==> config.mk <==
export PLATFORM = sky130hd
export DESIGN_NAME = mux_4to1_flat
export DESIGN_NICKNAME = d
export VERILOG_FILES = /design/src/rtl/mux_4to1_if.sv /design/src/rtl/mux_4to1.sv /design/src/flat_wrapper.sv
export SDC_FILE = /design/constraint.sdc
export NUM_CORES = 1
export LEC_CHECK = 0
export BUFFER_PORTS_ARGS = -buffer_cell sky130_fd_sc_hd__clkbuf_2
export CORE_MARGIN = 8
export CORE_UTILIZATION = 35
export CTS_CLUSTER_SIZE = 20
export DETAILED_ROUTE_END_ITERATION = 8
export PLACE_DENSITY = 0.72
export SLEW_MARGIN = 20
export SYNTH_ARGS = -nofsm -noshare
export SYNTH_HDL_FRONTEND = slang
export SYNTH_SLANG_ARGS = --single-unit
==> constraint.sdc <==
create_clock -name i_clk -period 1.6 [get_ports i_clk]
set_input_delay 0.08 -clock i_clk [delete_from_list [all_inputs] [get_ports i_clk]]
set_output_delay 0.08 -clock i_clk [all_outputs]
set_load 0.01 [all_outputs]
==> src/rtl/mux_4to1_if.sv <==
// Bus bundle for the registered 4:1 multiplexer: four source words, select and valid in, registered result out.
// Optional MUX_4TO1_PARITY_EN adds the o_parity result signal.
interface mux_4to1_if #(
   parameter int WIDTH = 32
) ();
   logic [WIDTH-1:0] i_data0;
   logic [WIDTH-1:0] i_data1;
   logic [WIDTH-1:0] i_data2;
   logic [WIDTH-1:0] i_data3;
   logic [1:0]       i_sel;
   logic             i_valid;
   logic [WIDTH-1:0] o_data;
   logic [1:0]       o_sel;
   logic             o_valid;
`ifdef MUX_4TO1_PARITY_EN
   logic             o_parity;
`endif

`ifdef MUX_4TO1_PARITY_EN
   modport master (
      output i_data0, i_data1, i_data2, i_data3, i_sel, i_valid,
      input  o_data, o_sel, o_valid, o_parity
   );
   modport slave (
      input  i_data0, i_data1, i_data2, i_data3, i_sel, i_valid,
      output o_data, o_sel, o_valid, o_parity
   );
`else
   modport master (
      output i_data0, i_data1, i_data2, i_data3, i_sel, i_valid,
      input  o_data, o_sel, o_valid
   );
   modport slave (
      input  i_data0, i_data1, i_data2, i_data3, i_sel, i_valid,
      output o_data, o_sel, o_valid
   );
`endif
endinterface

==> src/rtl/mux_4to1.sv <==
// Registered 4-input WIDTH-bit multiplexer with valid qualifier and 1-cycle latency.
// Define MUX_4TO1_PARITY_EN to add a registered even-parity bit of the captured word.
module mux_4to1 #(
   parameter int WIDTH = 32
) (
   input  logic       i_clk,
   input  logic       i_rst_n,
   mux_4to1_if.slave  bus
);

   logic [WIDTH-1:0] data_q;
   logic [WIDTH-1:0] data_d;
   logic [1:0]       sel_q;
   logic [1:0]       sel_d;
   logic             valid_q;
   logic             valid_d;
`ifdef MUX_4TO1_PARITY_EN
   logic             parity_q;
   logic             parity_d;
`endif

   function automatic logic [WIDTH-1:0] pick_word(
      input logic [1:0]       sel,
      input logic [WIDTH-1:0] d0,
      input logic [WIDTH-1:0] d1,
      input logic [WIDTH-1:0] d2,
      input logic [WIDTH-1:0] d3
   );
      logic [WIDTH-1:0] w;
      case (sel)
         2'd0:    w = d0;
         2'd1:    w = d1;
         2'd2:    w = d2;
         2'd3:    w = d3;
         default: w = {WIDTH{1'b0}};
      endcase
      return w;
   endfunction

`ifdef MUX_4TO1_PARITY_EN
   function automatic logic even_parity(input logic [WIDTH-1:0] w);
      return ^w;
   endfunction
`endif

   // Next-state: capture selected word on valid, otherwise hold data/sel and drop valid.
   always_comb begin
      data_d  = data_q;
      sel_d   = sel_q;
      valid_d = 1'b0;
`ifdef MUX_4TO1_PARITY_EN
      parity_d = parity_q;
`endif
      if (bus.i_valid) begin
         data_d  = pick_word(bus.i_sel, bus.i_data0, bus.i_data1, bus.i_data2, bus.i_data3);
         sel_d   = bus.i_sel;
         valid_d = 1'b1;
`ifdef MUX_4TO1_PARITY_EN
         parity_d = even_parity(data_d);
`endif
      end else begin
         valid_d = 1'b0;
      end
   end

   // Output registers; reset clears them at once and discards any in-flight word.
   always_ff @(posedge i_clk or negedge i_rst_n) begin
      if (!i_rst_n) begin
         data_q  <= {WIDTH{1'b0}};
         sel_q   <= 2'd0;
         valid_q <= 1'b0;
`ifdef MUX_4TO1_PARITY_EN
         parity_q <= 1'b0;
`endif
      end else begin
         data_q  <= data_d;
         sel_q   <= sel_d;
         valid_q <= valid_d;
`ifdef MUX_4TO1_PARITY_EN
         parity_q <= parity_d;
`endif
      end
   end

   assign bus.o_data  = data_q;
   assign bus.o_sel   = sel_q;
   assign bus.o_valid = valid_q;
`ifdef MUX_4TO1_PARITY_EN
   assign bus.o_parity = parity_q;
`endif

endmodule

==> src/flat_wrapper.sv <==
// flat-port wrapper written by rule: the top's interface ports become plain ports
module mux_4to1_flat 
#(
   parameter int WIDTH = 32
)
  (i_clk, i_rst_n, bus_i_data0, bus_i_data1, bus_i_data2, bus_i_data3, bus_i_sel, bus_i_valid, bus_o_data, bus_o_sel, bus_o_valid);
  mux_4to1_if #(.WIDTH(WIDTH)) bus_i ();
  input  logic i_clk;
  input  logic i_rst_n;
  input wire logic [$bits(bus_i.i_data0)-1:0] bus_i_data0;
  input wire logic [$bits(bus_i.i_data1)-1:0] bus_i_data1;
  input wire logic [$bits(bus_i.i_data2)-1:0] bus_i_data2;
  input wire logic [$bits(bus_i.i_data3)-1:0] bus_i_data3;
  input wire logic [$bits(bus_i.i_sel)-1:0] bus_i_sel;
  input wire logic [$bits(bus_i.i_valid)-1:0] bus_i_valid;
  output wire logic [$bits(bus_i.o_data)-1:0] bus_o_data;
  output wire logic [$bits(bus_i.o_sel)-1:0] bus_o_sel;
  output wire logic [$bits(bus_i.o_valid)-1:0] bus_o_valid;
  assign bus_i.i_data0 = bus_i_data0;
  assign bus_i.i_data1 = bus_i_data1;
  assign bus_i.i_data2 = bus_i_data2;
  assign bus_i.i_data3 = bus_i_data3;
  assign bus_i.i_sel = bus_i_sel;
  assign bus_i.i_valid = bus_i_valid;
  assign bus_o_data = bus_i.o_data;
  assign bus_o_sel = bus_i.o_sel;
  assign bus_o_valid = bus_i.o_valid;
  mux_4to1 #(.WIDTH(WIDTH)) u_core (.i_clk(i_clk), .i_rst_n(i_rst_n), .bus(bus_i));
endmodule
# Word level (Yosys, flattened, before mapping)
# Cells that the tools add are included.
[totals] regBits=35 inputBits=133 output_inout_bits=35 word_cells=9
[classes] n_eq_ne=3 n_mux=2 n_reduce_logical=1
[op_table] operator="$pmux 32 s4" count=1
[op_table] operator="$eq 2x2->1 const B" count=2
[op_table] operator="$eq 2x1->1 const B" count=1
[op_table] operator="$logic_not 2->1" count=1
[op_table] operator="$mux 1" count=1

# Depth between registers and ports, before layout
[depth] depth_word=2 depth_mapped=4 depth_no_buf=2

# Worst setup path after synthesis
# No wires, ideal clock.
[synth_path] kind="input-to-reg" start="input port bus_i_sel[1]" end="register u_core.data_q[0] (netlist: u_core.bus.o_data[0])" setup_time_ps=138 arrival_time_ps=680 required_time_ps=1462 setup_slack_ps=782 path_stages=4 path_buffers=2 cell_sequence="buf_6 buf_12 mux2i_1 o221ai_1"
[synth_between] elab_chain_len=2 elab_cells_between_ends=5
[synth_lines] element="start, declared" line_no="flat_wrapper.sv:14" source="input wire logic [$bits(bus_i.i_sel)-1:0] bus_i_sel;"
[synth_lines] element="$eq 2x2->1 (tied with other cells)" line_no="mux_4to1.sv:30" source="case (sel)"
[synth_lines] element="$pmux 32 s4 (*)" line_no="mux_4to1.sv:30"
[synth_lines] element="end signal, assigned" line_no="mux_4to1.sv:69" source="data_q <= {WIDTH{1'b0}};"
[synth_lines] element="end signal, assigned" line_no="mux_4to1.sv:76" source="data_q <= data_d;"
[synth_lines] element="end, declared" line_no="mux_4to1.sv:11" source="logic [WIDTH-1:0] data_q;"
# Every way passes the cells marked *; elsewhere a longest branch is shown, timed or not.
# A chain may end at the register's enable or synchronous reset.

# Final worst setup path
[layout_path] start="register u_core.data_q[19] (netlist: u_core.bus.o_data[19])" end="output port bus_o_data[19]"
[layout_lines] element="end, declared" line_no="flat_wrapper.sv:16" source="output wire logic [$bits(bus_i.o_data)-1:0] bus_o_data;"
# No word-level cell between the ends.

==> impl_metrics.csv <==
group,metric,value,unit
synth,synth_top_area_share,40.1,%
drt,wirelength,7.04,mm
final_layout,post_route_cells_drive_above_1_share,52.3,%
global_route,antenna_found_initial,0,
setup_path,startpoint,"u_core.bus.o_data[19]$_DFFE_PN0P_",
setup_path,critPathTopFamily,"flip-flops",
clocking,cts-root-buf,"clkbuf_8",
synth,synth_most_common_cell,"mux2i_1",
drt,num_vias,2132,
clocking,h-tree-depth,2,
synth,yosys_register_bits,35,
setup_path,cp_num_buf_inv,1,
clocking,cts_tree,"built",
final_layout,synthToLayoutAreaGrowth,44.5,%
timing,slew_headroom,64.8,%
drt,routedWlPerCell,16.5,um
global_route,grt_pass1_wl,10.9,mm
synth,seq_area_frac_synth,40.1,%
timing,fin_setup_tns,0,ns
final_layout,nNetsFinal,484,
synth,post_synth.cell_area_avg,11.9,um^2
final_layout,num_antenna_cells,0,
timing,holdWs,0.103,ns
synth,async_flop_share,100,%
timing,worst_pin_slew,0.527,ns
global_route,grt_max_degree,66,
min_path,whs_path_depth,3,
synth,syn_nets,317,
clocking,cts_buffers,5,
global_route,grt_overflow,0,
drt,ant_nets,0,
synth,synth_edf_count,0,
timing,timing.fmax,1110,MHz
power,p_int,1.85,mW
global_route,grt_pass1_vias,2326,
setup_path,crit_path_end_kind,"output pin",
clocking,clk_latency,0.29,ns
setup_path,slowest_delay,0.39,ns
synth,ys_types,12,
setup_path,r2r_setup_slack,0.86,ns
place,io_buffers,167,
timing,fin_worst_skew,0,ns
clocking,ctsLongestPathBuffers,2,
synth,synthCells,184,
floorplanning,fp.coreArea,5990,um^2
drt,vias_per_cell,4.99,
power,seqPwrFrac,41.3,%
synth,synthFlopType,"dfrtp_1",
setup_path,worstRegToRegCells,1,
floorplanning,rows,28,
synth,ys_warn_count,0,
setup_path,r2r-end,"u_core.bus.o_sel[1]$_DFFE_PN0P_",
setup_path,r2r_start,"u_core.bus.o_sel[1]$_DFFE_PN0P_",
synth,netlist_top_cells_count,"mux2i_1, dfrtp_1, nand2b_1",
power,power_leakage,1.75,nW
setup_path,cp_cell_sequence,"clkbuf_2",
place,place_congestion,0.782,
power,p_switching,0.696,mW
final_layout,num-fill-cells,558,
synth,yosys.area.top_type,"dfrtp_1",
synth,synth.cell_area,2190,um^2
setup_path,cp.depth,1,
setup_path,critPathLaunchType,"register",
place,dpl.hpwl,5.76,mm
power,p_comb_share,26.6,%
setup_path,path_class,"register to output pin",
timing,rsz0062_at_grt,"false",
min_path,hp-class,"input pin to register",
clocking,clock_sinks,35,
drt,drc,0,
setup_path,crit_fanout,2,
floorplanning,die_h,95.0,um
floorplanning,ios,168,
setup_path,arrival,0.82,ns
status,status,"complete, no violations",
power,clkPwrFrac,32.1,%
timing,period_needed,0.899,ns
power,sw_frac_of_total,27.3,%
floorplanning,start_util,36.5,%
drt,first_iter_violations,67,
global_route,grt_use_total,15.1,%
clocking,ctsResizeCount,0,
setup_path,crit_path_end,"bus_o_data[19]",
power,powerDensity,806,nW/um^2
job,drv_cap,0,
synth,synth_area_leaders,"dfrtp_1, mux2i_1, o221ai_1",
timing,finalSetupViolations,0,
timing,post-route-period-util,56.2,%
power,worst_ir_drop_vdd,325,uV
clocking,clk_pin_slew_worst_paths,0.08,ns
floorplanning,fp.dieArea,9030,um^2
timing,slew_viol_final,0,
floorplanning,die_w,95.0,um
timing,hold_violations,0,
setup_path,critPathSlowestCell,"dfrtp_1",
setup_path,crit_required,1.52,ns
drt,drt-pass1-iter-count,4,
## tightest hold or removal path, cell delays in order
cell and delay [ns]:
clkbuf_2 0.07, mux2i_1 0.05, o221ai_1 0.15
## per-stage QoR
stage	cells	utilization, %	worst slack, ns	power (mW)	cell area (um^2)
5_1_grt	427	52.7	0.613	2.71	3160
4_1_cts	427	52.7	0.690	2.59	3160
2_1_floorplan	184	-	0.782	1.42	2190
3_3_place_gp	418	50.6	0.470	1.74	3030
3_5_place_dp	418	50.6	0.460	1.76	3030
6_report	427	52.7	0.701	2.55	3160
## per-layer routing
metal | GRT usage, % | share of wire (%) | vias to the layer above
met2 | 27.1 | 51 | 96
met5 | 0 | 0 | -
met3 | 4.40 | 9.5 | 10
li1 | - | - | 1035
met4 | 4.94 | 1.6 | 0
met1 | 16.7 | 38 | 991
## registers in the layout (all words and copies together), names as in the netlist
name,count
u_core.bus.o_data,32
u_core.bus.o_valid,1
u_core.bus.o_sel,2
## cell usage in the layout, fill, tap and decap left out, types with 6 or more instances in the layout
master / count
clkbuf_8: 6
clkbuf_2: 166
mux2i_1: 64
buf_4: 8
nand2b_1: 33
o221ai_1: 32
dfrtp_1: 35
## repair_timing
action,4_1_cts,5_1_grt
setup buffers,0,0
hold endpoints to repair,18,0
hold buffers,1,0
## power by group through the flow
stage	Clock [mW]	Sequential, mW	Combinational [mW]
6_report	0.818	1.05	0.678
5_1_grt	0.897	1.06	0.752
4_1_cts	0.844	1.05	0.694
3_5_place_dp	0	1.07	0.690
3_3_place_gp	0	1.06	0.677
2_1_floorplan	0	1.12	0.300
## layout make-up
cell class	count	area (um^2)	share of cell area [%]
clock buffer	6	82.6	2.61
inverter	1	3.75	0.119
sequential	35	876	27.7
tap	75	93.8	2.97
multi-input combinational	132	1150	36.3
timing repair buffer	176	921	29.1
clock inverter	2	35.0	1.11
## worst min-delay path by stage
stage	slack, ns	startpoint	end
6_report	0.10	bus_i_data1[27]	u_core.bus.o_data[27]$_DFFE_PN0P_
5_1_grt	0.10	bus_i_data1[21]	u_core.bus.o_data[21]$_DFFE_PN0P_
4_1_cts	0.10	bus_i_data1[27]	u_core.bus.o_data[27]$_DFFE_PN0P_
3_5_place_dp	0.09	i_rst_n	u_core.bus.o_data[24]$_DFFE_PN0P_
3_3_place_gp	0.08	i_rst_n	u_core.bus.o_data[24]$_DFFE_PN0P_
2_1_floorplan	-0.22	i_rst_n	u_core.bus.o_data[0]$_DFFE_PN0P_
## kinds of logic after synthesis
logic type             synth area share (%)
AOI/OAI and AO/OA                      13.1
DFF                                    40.1
muxes                                  29.8
and+or+nand+nor                        9.62
buffers and inverters                  7.44
Note: power is estimated with default switching activity, not from simulation.
